`src/rtl/mult_err_pkg.sv`:
```
// mult_err_pkg: shared state encoding and width helpers for the multiplier error sweep
package mult_err_pkg;
  typedef enum logic [1:0] {IDLE, SWEEP, DRAIN} state_e;
  localparam int W_DEF = 8;
  function automatic int PW(input int w);
    return 2 * w;
  endfunction
  function automatic int SW(input int w);
    return 4 * w;
  endfunction
  function automatic int CW(input int w);
    return 2 * w + 1;
  endfunction
endpackage

```
`src/rtl/mult_err_sweep_err_accum.sv`:
```
// err_accum: abs-diff stage followed by error count, error sum and first-max tracker
module err_accum
  import mult_err_pkg::*;
#(
  parameter int W = W_DEF
) (
  input  logic               clk,
  input  logic               rst_n,
  input  logic               clr,
  input  logic               stall,
  input  logic               vld,
  input  logic [W-1:0]       a,
  input  logic [W-1:0]       b,
  input  logic [PW(W)-1:0]   apx,
  output logic               pend,
  output logic [CW(W)-1:0]   err_cnt,
  output logic [SW(W)-1:0]   err_sum,
  output logic [PW(W)-1:0]   err_max,
  output logic [W-1:0]       err_max_a,
  output logic [W-1:0]       err_max_b
);
  localparam int P_W = PW(W);
  localparam int S_W = SW(W);
  localparam int C_W = CW(W);
  logic [P_W-1:0] exact, mag_q, mag_d, max_q, max_d;
  logic [W-1:0] pa_q, pa_d, pb_q, pb_d, ma_q, ma_d, mb_q, mb_d;
  logic pv_q, pv_d, mis_q, mis_d;
  logic [C_W-1:0] cnt_q, cnt_d;
  logic [S_W-1:0] sum_q, sum_d;
  always_comb begin
    exact = a * b;
    pv_d = pv_q;
    mis_d = mis_q;
    mag_d = mag_q;
    pa_d = pa_q;
    pb_d = pb_q;
    cnt_d = cnt_q;
    sum_d = sum_q;
    max_d = max_q;
    ma_d = ma_q;
    mb_d = mb_q;
    if (clr) begin
      pv_d = 1'b0;
      cnt_d = '0;
      sum_d = '0;
      max_d = '0;
      ma_d = '0;
      mb_d = '0;
    end else if (!stall) begin
      pv_d = vld;
      mis_d = exact != apx;
      mag_d = exact >= apx ? exact - apx : apx - exact;
      pa_d = a;
      pb_d = b;
      if (pv_q) begin
        cnt_d = cnt_q + C_W'(mis_q);
        sum_d = sum_q + S_W'(mag_q);
        // strict compare keeps the lowest-index pair on ties
        max_d = mag_q > max_q ? mag_q : max_q;
        ma_d = mag_q > max_q ? pa_q : ma_q;
        mb_d = mag_q > max_q ? pb_q : mb_q;
      end
    end
  end
  always_ff @(posedge clk or negedge rst_n) begin
    if (!rst_n) begin
      pv_q <= 1'b0;
      mis_q <= 1'b0;
      mag_q <= '0;
      pa_q <= '0;
      pb_q <= '0;
      cnt_q <= '0;
      sum_q <= '0;
      max_q <= '0;
      ma_q <= '0;
      mb_q <= '0;
    end else begin
      pv_q <= pv_d;
      mis_q <= mis_d;
      mag_q <= mag_d;
      pa_q <= pa_d;
      pb_q <= pb_d;
      cnt_q <= cnt_d;
      sum_q <= sum_d;
      max_q <= max_d;
      ma_q <= ma_d;
      mb_q <= mb_d;
    end
  end
  assign pend = pv_q;
  assign err_cnt = cnt_q;
  assign err_sum = sum_q;
  assign err_max = max_q;
  assign err_max_a = ma_q;
  assign err_max_b = mb_q;
endmodule

```
`src/rtl/mult_err_sweep.sv`:
```
// mult_err_sweep: exhaustive operand sweep and error characterisation of an approximate multiplier
module mult_err_sweep
  import mult_err_pkg::*;
#(
  parameter int W       = W_DEF,
  parameter int APX_LAT = 0
) (
  input  logic               clk,
  input  logic               rst_n,
  input  logic               start,
  input  logic               stall,
  input  logic [PW(W)-1:0]   apx_p,
  output logic [W-1:0]       op_a,
  output logic [W-1:0]       op_b,
  output logic               busy,
  output logic               done,
  output logic [CW(W)-1:0]   err_cnt,
  output logic [SW(W)-1:0]   err_sum,
  output logic [PW(W)-1:0]   err_max,
  output logic [W-1:0]       err_max_a,
  output logic [W-1:0]       err_max_b
);
  localparam int P_W = PW(W);
  state_e state_q, state_d;
  logic [P_W-1:0] idx_q, idx_d;
  logic [APX_LAT:0] vld_q, vld_d;
  // operand pairs travel alongside the multiplier under test so the exact product lines up with apx_p
  logic [APX_LAT:0][P_W-1:0] ops_q, ops_d;
  logic done_q, done_d, clr, pend;
  always_comb begin
    state_d = state_q;
    idx_d = idx_q;
    vld_d = vld_q;
    ops_d = ops_q;
    done_d = 1'b0;
    clr = 1'b0;
    if (state_q == IDLE) begin
      clr = start;
      state_d = start ? SWEEP : IDLE;
      idx_d = start ? '0 : idx_q;
    end else if (!stall) begin
      for (int k = 1; k <= APX_LAT; k++) begin
        vld_d[k] = vld_q[k-1];
        ops_d[k] = ops_q[k-1];
      end
      vld_d[0] = state_q == SWEEP;
      if (state_q == SWEEP) begin
        ops_d[0] = idx_q;
        idx_d = idx_q + P_W'(1);
        state_d = idx_q == '1 ? DRAIN : SWEEP;
      end else if (pend && !(|vld_q)) begin
        state_d = IDLE;
        done_d = 1'b1;
      end
    end
  end
  always_ff @(posedge clk or negedge rst_n) begin
    if (!rst_n) begin
      state_q <= IDLE;
      idx_q <= '0;
      vld_q <= '0;
      ops_q <= '0;
      done_q <= 1'b0;
    end else begin
      state_q <= state_d;
      idx_q <= idx_d;
      vld_q <= vld_d;
      ops_q <= ops_d;
      done_q <= done_d;
    end
  end
  err_accum #(.W(W)) u_acc (
    .clk(clk),
    .rst_n(rst_n),
    .clr(clr),
    .stall(stall),
    .vld(vld_q[APX_LAT]),
    .a(ops_q[APX_LAT][P_W-1:W]),
    .b(ops_q[APX_LAT][W-1:0]),
    .apx(apx_p),
    .pend(pend),
    .err_cnt(err_cnt),
    .err_sum(err_sum),
    .err_max(err_max),
    .err_max_a(err_max_a),
    .err_max_b(err_max_b)
  );
  assign op_a = ops_q[0][P_W-1:W];
  assign op_b = ops_q[0][W-1:0];
  assign busy = state_q != IDLE;
  assign done = done_q;
endmodule
```
`config.mk`:
```
export PLATFORM = sky130hd
export DESIGN_NAME = mult_err_sweep
export DESIGN_NICKNAME = d
export VERILOG_FILES = /design/src/rtl/mult_err_pkg.sv /design/src/rtl/mult_err_sweep_err_accum.sv /design/src/rtl/mult_err_sweep.sv
export SDC_FILE = /design/constraint.sdc
export NUM_CORES = 1
export LEC_CHECK = 0
export CAP_MARGIN = 40
export CORE_ASPECT_RATIO = 1.1
export CORE_MARGIN = 5
export CORE_UTILIZATION = 50
export CTS_BUF_LIST = sky130_fd_sc_hd__clkbuf_8
export DETAILED_ROUTE_END_ITERATION = 10
export GPL_ROUTABILITY_DRIVEN = 0
export PLACE_DENSITY = 0.74
export RECOVER_POWER = 25
export REMOVE_ABC_BUFFERS = 1
export SETUP_SLACK_MARGIN = 0.3
export SYNTH_ARGS = -nofsm -noshare
export SYNTH_HDL_FRONTEND = slang
export SYNTH_SLANG_ARGS = --single-unit
```
`constraint.sdc`:
```
create_clock -name clk -period 14.1 [get_ports clk]
set_input_delay 2.82 -clock clk [delete_from_list [all_inputs] [get_ports clk]]
set_output_delay 2.82 -clock clk [all_outputs]
set_load 0.005 [all_outputs]
```
==> results.md <==
- Clk slew on worst S/H paths: 0.09 ns
- ANT cells: 0
- Rows: 58
- Post-CTS setup buffers: 0
- CTS Buffer Depth: 2
- Vias in the first global route: 9066
- Hold Fails Final Rpt: 0
- Top FF cell, synth: dfrtp_1
- Die Y: 168.4 um
- CP top delay family: buffers and inverters
- Top cell type's share of synthesized area: 33.14%
- Setup ws final: 5.036 ns
- Hold_ws: 0.4860 ns
- Count leader, synth: dfrtp_1
- Grt total ovfl: 0
- CTS root buf: clkbuf_8
- DR WL/cell: 15.87 um
- VDD IR max: 0.07039 mV
- Final core utilization: 58.24%
- CTS tree: done
- Yosys cell types: 74
- Hold Buf Count CTS: 0
- Final Non-Filler Cells: 1664
- First-pass GRT wire length: 44570 um
- Fin. max-slew vios: 149
- Syn Inst Count: 1256
- Final setup viols: 0
- Hold/Removal Path Class: flop to flop
- Cell taking the most area after synthesis: dfrtp_1
- Post-synth EDFFs: 0
- Post-DP HPWL: 20080 um
- Initial Utilization: 50.36%
- Final Skew: 0.01879 ns
- Most frequent CP cell: clkbuf_1
- Die ar.: 0.02593 mm^2
- DIE WIDTH: 154.0 um
- Pwr dens: 122.2 mW/mm^2
- Register bit total from synthesis: 151
- Clock Latency Late Sink: 0.45 ns
- Min cycle time layout: 9.064 ns
- Vias post-DR: 9116
- Violated checks: capacitance limit, slew limit
- Max_cap viols: 2
- Critical path launch point type: input port
- Layout cells sized above 1: 6.598%
- Post-Route WL: 26410 um
- Synth cell count leaders: dfrtp_1, nand2_1, inv_1, ha_1, nor2_1
- CTS buffer count: 17
- Fin nets: 1513
- Status: finished with violations
- DR vias/cell: 5.478
- First-iteration detailed-routing DRC count: 624
- Worst-margin pin slew: 4.651 ns
- Tcrit/Tclk final: 64.29%
- Largest net degree at the start of global routing: 84
- Ys async rst share: 100.0%
- Antenna-violating nets left: 0
- I/O Buffers: 118
- Crit path kind: input port to asynchronous set/reset pin
- Overall Global Routing Usage: 20.71%
- Layout area overhead: 15.64%
- CP Data Arrival Time: 8.88 ns
- Buf+Inv Stages, Crit Path: 3
- Placed Instances: 1633
- Syn_area_per_cell: 9.079 um^2
- Sink Count: 151
- H-Tree Depth: 4
- Placed cell area: 0.01283 mm^2
- Slowest stage delay, CP: 3.18 ns
- Crit-path cells: clkbuf_1 -> clkbuf_1 -> clkbuf_1
- Mapped cell area: 0.01140 mm^2
- Drt drc: 0
- CP required: 13.92 ns
- Initial antenna violation count: 0
- Crit Path Max Fanout: 83
- Final setup TNS: 0 ns
- Relative slew margins: -210.1%
- Post-route cell area: 0.01319 mm^2
- Area of the multi-input gates: 0.006948 mm^2
- Place WS: 7.077 ns
- Ys Warns: 0
- CORE AREA: 0.02264 mm^2
- Slowest cell on crit path: clkbuf_1
- CP Capture Type: asynchronous set/reset pin
- Io pins: 119
- Max Clock Freq: 0.1103 GHz
- Leakage power: 6.297 nW
- Post-CTS resize count: 0
- Power, Total: 1.611 mW
- Unrepaired setup endpoints after global routing: false
- Register area share after synthesis: 33.14%
- Synth top area cells: dfrtp_1, ha_1, fa_1
- Filler instances: 2007
- Reg area: 0.003779 mm^2
- Drt pass-1 iters: 5
## cells by family after synthesis
logic type | after synthesis | synth area share, %
simple gates | 436 | 18.67
compound gates | 237 | 13.52
buf+inv | 167 | 6.177
flops | 151 | 33.14
fa+ha+maj | 141 | 18.04
mux | 67 | 6.079
xor+xnor | 57 | 4.378
## worst register-to-register path, cell delays in order (launching register included)
cell and delay [ns]:
dfrtp_1 0.52, and2_1 0.24, fa_1 0.44, fa_1 0.54, inv_1 0.05, fa_1 0.47, fa_1 0.55, inv_1 0.04
ha_1 0.32, nor2b_1 0.16, o41ai_1 0.39, o21ai_0 0.22, o41ai_1 0.53, xnor2_1 0.13, ha_1 0.42, nand4_1 0.22
nor4_2 0.51, a2111oi_4 0.12, o21ai_1 0.23, buf_4 0.26, a311oi_1 0.08, or4_1 0.48, nand3_1 0.09
## placed cells by master (no fill, tap or decap), drive strengths merged, types with 7 or more instances in the layout
cell,n
inv,119
and3,14
o21bai,7
nand4,16
a21o,24
or2,13
clkbuf,21
nor3,12
and2,57
ha,102
or3,13
mux2i,49
o211ai,12
dfrtp,151
xnor2,30
nor2,101
mux2,18
o21a,13
a21oi,72
o21ai,61
clkdlybuf4s50,116
fa,39
nand3,28
xor2,27
nor4,9
nor2b,8
buf,9
nand2,141
nand2b,10
## power by group
| part | switching [mW] | total (mW) | internal [mW] | leakage [nW] |
|---|---|---|---|---|
| registers | 0.112 | 0.638 | 0.525 | 1.94 |
| logic | 0.308 | 0.640 | 0.332 | 4.16 |
| clock network | 0.171 | 0.334 | 0.163 | 0.194 |
| total | 0.591 | 1.61 | 1.02 | 6.30 |
## state kept, by name, summed over array words and instances (netlist names)
register         count
u_acc.err_sum       32
u_acc.mag_q         16
u_acc.pb_q           8
ops_q               16
u_acc.pend           1
done                 1
u_acc.err_cnt       17
u_acc.mis_q          1
u_acc.pa_q           8
u_acc.err_max       16
u_acc.err_max_a      8
state_q              2
u_acc.err_max_b      8
idx_q               16
vld_q                1
## layout make-up
cell class	instances	area share, %
Clock buffer	18	1.879
Clock inverter	13	1.120
Inverter	115	3.274
Multi-Input combinational cell	938	52.69
Sequential cell	151	28.66
Tap cell	300	2.847
Timing Repair Buffer	129	9.536
## worst paths after layout
check,cells after the start,slack (ns),from,to
min reg2reg,2,0.49,u_acc.pb_q[3],u_acc.pb_q[3]
max in group clk,22,7.01,ops_q[9],u_acc.mag_q[13]
min,2,0.49,u_acc.pb_q[3],u_acc.pb_q[3]
min in group asynchronous,1,4.05,rst_n,u_acc.err_max[3]
max reg2reg,22,7.01,ops_q[9],u_acc.mag_q[13]
max,3,5.04,rst_n,u_acc.pb_q[0]
## per-layer routing
metal / wire length, um / up-vias / GRT usage (%)
li1: - / 4462 / -
met1: 11670 / 4408 / 27.07
met2: 12880 / 213 / 35.09
met3: 1274 / 33 / 4.062
met4: 594 / 0 / 5.914
met5: 0 / - / 0
Power figures use the tool's default switching activity.
